[config.mk]
export PLATFORM = sky130hd
export DESIGN_NAME = fact_seq
export DESIGN_NICKNAME = d
export VERILOG_FILES = /design/src/rtl/fact_seq.sv
export SDC_FILE = /design/constraint.sdc
export NUM_CORES = 1
export LEC_CHECK = 0
export BUFFER_PORTS_ARGS = -buffer_cell sky130_fd_sc_hd__buf_2
export CAP_MARGIN = 25
export CORE_AREA = 2 2 90 58
export CTS_BUF_LIST = sky130_fd_sc_hd__clkbuf_8
export DETAILED_ROUTE_END_ITERATION = 8
export DIE_AREA = 0 0 92 60
export PLACE_DENSITY_LB_ADDON = 0.25
export SYNTH_ARGS = -nofsm -noshare
export SYNTH_HDL_FRONTEND = slang
export SYNTH_SLANG_ARGS = --single-unit
[constraint.sdc]
create_clock -name clk -period 2.5 [get_ports clk]
set_input_delay 0.25 -clock clk [delete_from_list [all_inputs] [get_ports clk]]
set_output_delay 0.25 -clock clk [all_outputs]
set_load 0.02 [all_outputs]
[src/rtl/fact_seq.sv]
// Bus-master sequencer for the factorial accelerator: takes a job over a request handshake,
// runs the n/go/status/result register cycles and returns the result. Optional: FACT_SEQ_PERF_EN.
//
//   state    | meaning
//   ---------+--------------------------------------------------
//   IDLE     | ready for a job, bus quiet
//   WR_N     | writing operand to addr 0
//   WR_GO    | writing go=1 to addr 1
//   WR_GOCLR | writing go=0 to addr 1
//   WAIT     | settle, status ignored so a stale done is skipped
//   POLL     | sampling status {err,done} at addr 2
//   RD_RES   | reading result at addr 3
//   RESP     | holding response until consumer accepts

module fact_seq #(
   parameter int TIMEOUT     = 255,
   parameter int WAIT_CYCLES = 2
) (
   input  logic        clk,
   input  logic        rst,
   input  logic        req_valid,
   input  logic [3:0]  req_n,
   output logic        req_ready,
   output logic        resp_valid,
   output logic [31:0] resp_nf,
   output logic        resp_err,
   output logic        resp_timeout,
   input  logic        resp_ready,
   output logic [1:0]  fa,
   output logic        fwe,
   output logic [3:0]  fwd,
   input  logic [31:0] frd
`ifdef FACT_SEQ_PERF_EN
   ,
   output logic [15:0] resp_cycles
`endif
);

   localparam int TW = ($clog2(TIMEOUT + 1) > 8) ? $clog2(TIMEOUT + 1) : 8;
   localparam int WW = $clog2(WAIT_CYCLES + 1);
   localparam logic [TW-1:0] TO_LAST   = TW'(TIMEOUT - 1);
   localparam logic [WW-1:0] WAIT_LOAD = WW'(WAIT_CYCLES - 1);

   typedef enum logic [2:0] {
      IDLE, WR_N, WR_GO, WR_GOCLR, WAIT, POLL, RD_RES, RESP
   } state_t;

   state_t          state;
   logic [TW-1:0]   to_cnt;
   logic [WW-1:0]   wait_cnt;

   always_ff @(posedge clk) begin
      if (!rst) begin
         state        <= IDLE;
         req_ready    <= 1'b0;
         resp_valid   <= 1'b0;
         resp_nf      <= '0;
         resp_err     <= 1'b0;
         resp_timeout <= 1'b0;
         fa           <= 2'd0;
         fwe          <= 1'b0;
         fwd          <= 4'd0;
         to_cnt       <= '0;
         wait_cnt     <= '0;
      end else begin
         case (state)
            IDLE: begin
               if (req_valid && req_ready) begin
                  req_ready <= 1'b0;
                  state     <= WR_N;
                  fa        <= 2'd0;
                  fwe       <= 1'b1;
                  fwd       <= req_n;
                  to_cnt    <= '0;
               end else begin
                  req_ready <= 1'b1;
               end
            end
            WR_N: begin
               state <= WR_GO;
               fa    <= 2'd1;
               fwe   <= 1'b1;
               fwd   <= 4'b0001;
            end
            WR_GO: begin
               state <= WR_GOCLR;
               fa    <= 2'd1;
               fwe   <= 1'b1;
               fwd   <= 4'd0;
            end
            WR_GOCLR: begin
               state    <= WAIT;
               fa       <= 2'd2;
               fwe      <= 1'b0;
               fwd      <= 4'd0;
               wait_cnt <= WAIT_LOAD;
            end
            WAIT: begin
               if (wait_cnt == '0) begin
                  state <= POLL;
               end else begin
                  wait_cnt <= wait_cnt - 1'b1;
               end
            end
            POLL: begin
               // err takes priority over done when both are reported
               if (frd[1]) begin
                  resp_err   <= 1'b1;
                  resp_nf    <= '0;
                  resp_valid <= 1'b1;
                  fa         <= 2'd0;
                  state      <= RESP;
               end else if (frd[0]) begin
                  fa    <= 2'd3;
                  state <= RD_RES;
               end else begin
                  to_cnt <= to_cnt + 1'b1;
                  if (to_cnt == TO_LAST) begin
                     resp_err     <= 1'b1;
                     resp_timeout <= 1'b1;
                     resp_nf      <= '0;
                     resp_valid   <= 1'b1;
                     fa           <= 2'd0;
                     state        <= RESP;
                  end
               end
            end
            RD_RES: begin
               resp_nf    <= frd;
               resp_valid <= 1'b1;
               fa         <= 2'd0;
               state      <= RESP;
            end
            RESP: begin
               if (resp_ready) begin
                  resp_valid   <= 1'b0;
                  resp_err     <= 1'b0;
                  resp_timeout <= 1'b0;
                  req_ready    <= 1'b1;
                  to_cnt       <= '0;
                  wait_cnt     <= '0;
                  state        <= IDLE;
               end
            end
            default: begin
               state     <= IDLE;
               req_ready <= 1'b0;
               fwe       <= 1'b0;
            end
         endcase
      end
   end

`ifdef FACT_SEQ_PERF_EN
   logic [15:0] cyc_cnt;

   // the accept cycle itself counts as the first cycle of the job
   always_ff @(posedge clk) begin
      if (!rst) begin
         cyc_cnt <= '0;
      end else if (state == IDLE && req_valid && req_ready) begin
         cyc_cnt <= 16'd1;
      end else if (state != IDLE && state != RESP && cyc_cnt != 16'hFFFF) begin
         cyc_cnt <= cyc_cnt + 1'b1;
      end
   end

   assign resp_cycles = cyc_cnt;
`endif

endmodule

==> Word level (Yosys, flattened, before mapping) <==
Cells that the tools add are included.
{ "word_totals": {"register_bits": 56, "input_bits": 40, "out_inout_bits": 43, "wordCells": 95} }
{ "classes": {"add_sub_neg": 2, "eq_ne": 18, "muxes": 39, "n_reduce_logical": 25} }
{ "ops": {"columns": ["cell", "count"], "rows": [
  ["2-to-1 mux 32 bit", 3],
  ["case mux 32 bit (2 select lines)", 1],
  ["2-to-1 mux 8 bit", 4],
  ["case mux 3 bit (8 select lines)", 1],
  ["case mux 8 bit (3 select lines)", 1],
  ["2-to-1 mux 3 bit", 6],
  ["nonzero test 3 bit", 5],
  ["!= test 2 bit, second input constant", 7],
  ["== test 3 bit, second input constant", 4],
  ["2-to-1 mux 2 bit", 6],
  ["case mux 4 bit (3 select lines)", 1],
  ["AND reduction 4 bit", 3],
  ["case mux 2 bit (5 select lines)", 1],
  ["AND reduction 5 bit", 2],
  ["AND reduction 3 bit", 3],
  ["adder 8 x 1 -> 8 bit, second input constant", 1],
  ["== test 8 bit, second input constant", 1],
  ["2-to-1 mux 1 bit", 8],
  ["== test 3 x 2 -> 1 bit, second input constant", 2],
  ["!= test 3 bit, second input constant", 2],
  ["case mux 1 bit (2 select lines)", 3],
  ["case mux 1 bit (3 select lines)", 2],
  ["case mux 2 bit (3 select lines)", 1],
  ["AND reduction 2 bit", 3],
  ["10 further kinds", 13]
]} }

==> Depth between registers and ports, before layout <==
{ "logic_depth": {"ltp_word": 5, "ltp_mapped": 7, "ltp_nobuf": 6} }

==> Worst setup path after synthesis <==
No wires, ideal clock.
{ "synth_timing": {"path_kind": "register -> register", "startpoint": "reg state[2]", "endpoint": "reg to_cnt[5]", "setup_time_ns": 0.120, "arrival_ns": 1.423, "t_required_ns": 2.380, "path_slack_ns": 0.957, "stages_incl_launch_ff": 6, "path_buffers": 1, "synth_period_minus_slack_ns": 1.543, "cell_sequence": "dfxtp_1 buf_2 nand3b_1 o31a_1 o21a_1 a211o_1"} }
{ "synth_via": {"elab_chain_len": 3, "elab_cells_between_ends": 10, "cone_classes": "6 x eq/ne; 1 x mux; 3 x reduce/logical"} }
{ "synth_lines": {"columns": ["item", "line_no", "rtl"], "rows": [
  ["start, declared", "48", "state_t state;"],
  ["start signal, assigned", "54", "state <= IDLE;"],
  ["start signal, assigned", "70", "state <= WR_N;"],
  ["start signal, assigned", "80", "state <= WR_GO;"],
  ["== test 3 bit or logical NOT 3 bit (tied branches)", "66", "case (state)"],
  ["!= test 2 bit (no source line) or nonzero test 3 bit (tied branches)", null, null],
  ["AND reduction 5 bit (no source line)", null, null],
  ["end signal, assigned", "117", "to_cnt <= to_cnt + 1'b1;"],
  ["end, declared", "49", "logic [TW-1:0] to_cnt;"]
]} }
Several ways; a longest one is shown, not always the timed one.
A chain may end at the register's enable or synchronous reset.

==> Final worst setup path <==
{ "layout_timing": {"startpoint": "reg state[2]", "endpoint": "reg resp_nf[5]"} }
{ "layout_via": {"elab_chain_len": 3, "elab_cells_between_ends": 7, "cone_classes": "4 x eq/ne; 1 x mux; 2 x reduce/logical"} }
{ "layout_lines": {"columns": ["item", "line_no", "rtl"], "rows": [
  ["== test 3 bit", "66", null],
  ["!= test 3 bit (no source line) or nonzero test 2 bit (tied branches)", null, null],
  ["AND reduction 3 bit (no source line)", null, null],
  ["end signal, assigned", "129", "resp_nf <= frd;"],
  ["end, declared", "25", "output logic [31:0] resp_nf,"]
]} }
Several ways; a longest one is shown, not always the timed one.

==> flow_summary.yaml <==
setup_path:
  cp.required_ns: 2.75
  setup.worst_path.class: "reg -> reg"
  cp.arrival_ns: 2.26
  crit_path_start_kind: "flip-flop"
  crit_path_end_kind: "flip-flop"
  critPathMaxFanout: 22
clock_network:
  post_cts_resized: 0
  h-tree-depth: 2
  cts_tree: "built"
  clk_pin_slew_ns: 0.10
  clock_latency_ns: 0.31
  cts_buffers: 5
  ctsHoldBuffers: 0
  cts-root-buf: "clkbuf_8"
  clk_path_buf_depth: 2
  cts_setup_buffers: 0
  clock_sinks: 56
synthesis:
  ys.warnings.count: 0
  synthArstFlopShare_pct: 0
  synth_ff_type: "dfxtp_1"
  yosysUniqueCellTypes: 50
  syn-cell-area_um2: 2270
  synth-edff-count: 0
  yosysSeqAreaShare_pct: 49.4
  syn_nets: 266
  netlist_instances: 223
  ys_ff_latch: 56
  avgSynthCellArea_um2: 10.2
floorplan:
  dieHeight_um: 60
  die_area_um2: 5520
  start_util_pct: 47.7
  coreArea_um2: 4750
  placement_rows: 20
  pin_count: 83
  die_width_um: 92
run_status:
  status: "completed"
sta:
  final_hold_viol_count: 0
  worst_pin_slew_ns: 0.653
  fin_setup_tns_ns: 0
  min_period_over_period_pct: 80.3
  rsz0062_at_grt: "false"
  fmax_mhz: 498
  period_minus_slack_ns: 2.01
  maxSlewViolCount: 0
  slew_headroom_pct: 56.4
  final.setup_skew_ns: 0.00672
  setup_viol: 0
power_and_ir_drop:
  switching_share_pct: 26.4
  internal_power_mw: 1.19
  power_leakage_nw: 1.27
  p_seq_share_pct: 58.4
  p_sw_mw: 0.425
  ir_worst_vdd_v: 0.000280
  combPwrFrac_pct: 11.2
  clock_power_share_pct: 30.4
  powerDensity_nw_per_um2: 580
global_routing:
  track_usage_pct: 18.5
  grt_pass1_wl_um: 7960
  grt_pass1_vias: 1719
  overflow: 0
  grt_max_degree: 33
  antenna_found_initial: 0
job:
  drv_cap: 0
route:
  via_per_inst: 5.26
  routed_wl_um: 4920
  drtPass1Iterations: 4
  num_vias: 1929
  post-route-drc-count: 0
  drtIter0Drc: 120
  drtAntennaViolNets: 0
  wire_per_inst_um: 13.4
final_layout:
  drive_above_1_share_pct: 32.9
  fin_area_um2: 2780
  antenna_cells: 0
  areaGrowthSynthToFinish_pct: 22.7
  num-fill-cells: 446
  nNetsFinal: 343
placed_design:
  io_buffers: 82
  place_area_um2: 2690
  hpwl_um: 3590
  gp_congestion: 0.796
min_path:
  hold_class: "in -> reg"
==> cell type report <==
cell class	count	area (µm²)	area share [%]
repair buffers	85	433	15.6
inverters	8	30.0	1.08
well taps	66	82.6	2.97
multi-input cells	144	1030	36.9
clock inverters	3	21.3	0.764
flip-flops and latches	56	1120	40.3
clock buffers	5	68.8	2.47
==> cells in the mapped netlist, types with 2 or more instances <==
master    count  area (µm²)
o21a_1        4        30.0
nand3_1       7        35.0
or3_1         3        18.8
a22o_1       34         298
a211oi_1      3        22.5
o311ai_0      2        17.5
nand3b_1      2        15.0
ha_1          3        37.5
clkbuf_1      2        7.51
a21oi_1       7        35.0
buf_2         8        40.0
dfxtp_1      56        1120
nor2_1       11        41.3
o22a_1        3        26.3
buf_6         4        45.0
inv_1         8        30.0
o31ai_1       2        15.0
and2_1        2        12.5
a311o_1       2        20.0
nand2_1      14        52.6
a21o_1        3        22.5
a22oi_1       3        22.5
a31oi_1       2        12.5
o21ai_0       5        25.0
nor3_1        8        40.0
==> metrics by stage <==
| stage | total power [mW] | utilization, % | hold WS (ns) | setup slack [ns] | instances |
|---|---|---|---|---|---|
| after floorplan | 1.08 | - | 0.383 | 0.957 | 223 |
| after global placement | 1.14 | 56.7 | 0.437 | 0.626 | 359 |
| after global routing | 1.69 | 58.6 | 0.142 | 0.342 | 367 |
| after detailed placement | 1.14 | 56.7 | 0.452 | 0.530 | 359 |
| after CTS | 1.63 | 58.6 | 0.147 | 0.517 | 367 |
| final | 1.61 | 58.6 | 0.152 | 0.493 | 367 |
==> cells in the final DEF, fill, tap and decap left out, drive strengths merged, types with 2 or more instances in the layout <==
| cell type | n |
|---|---|
| buf | 85 |
| dfxtp | 56 |
| a22o | 34 |
| nand2 | 14 |
| nor2 | 11 |
| inv | 9 |
| nor3 | 8 |
| a21oi | 8 |
| nand3 | 7 |
| o21ai | 5 |
| clkbuf | 5 |
| o21a | 4 |
| o22a | 3 |
| or3 | 3 |
| a21o | 3 |
| a211oi | 3 |
| a22oi | 3 |
| ha | 3 |
| o311ai | 3 |
| a31oi | 3 |
| and2 | 2 |
| nand3b | 2 |
| o31ai | 2 |
| a311o | 2 |
==> cells by family after synthesis <==
logic type / synth area share [%]
adders and majority gates: 1.65
DFF: 49.4
xor gates and xnor gates: 0.386
AOI/OAI and AO/OA: 29.6
muxes: 0.441
buffers and inverters: 5.57
and+or+nand+nor: 13.0
==> power by group through the flow <==
stage	Clock [mW]	Combinational, mW	Sequential (mW)
6_report	0.491	0.181	0.942
5_1_grt	0.543	0.202	0.948
4_1_cts	0.504	0.182	0.941
3_5_place_dp	0	0.182	0.962
3_3_place_gp	0	0.182	0.961
2_1_floorplan	0	0.117	0.962
==> routing by layer <==
metal,track usage (%),up-vias,share of wire (%)
li1,-,993,-
met1,26.7,865,52
met2,25.7,66,38
met3,6.43,5,8.7
met4,6.40,0,0.93
met5,0,-,0
==> state kept, by name, summed over array words and instances (netlist names) <==
name	flops
req_ready	1
fa	2
wait_cnt	2
resp_nf	32
state	3
to_cnt	8
resp_valid	1
fwd	4
resp_err	1
fwe	1
resp_timeout	1
==> critical path, stage by stage (launching register included) <==
cell and delay, ns:
dfxtp_1 0.75, and3b_1 0.36, o311ai_4 0.16, a31oi_2 0.23, buf_4 0.28, a22o_1 0.16
==> worst paths after layout <==
| path | from | end | slack (ns) | depth (start not counted) |
|---|---|---|---|---|
| max | state[2] | resp_nf[5] | 0.49 | 5 |
| min | frd[19] | resp_nf[19] | 0.15 | 2 |
| max reg2reg | state[2] | resp_nf[5] | 0.49 | 5 |
| min reg2reg | fwe | fwe | 0.47 | 2 |
(Power assumes the default switching activity.)
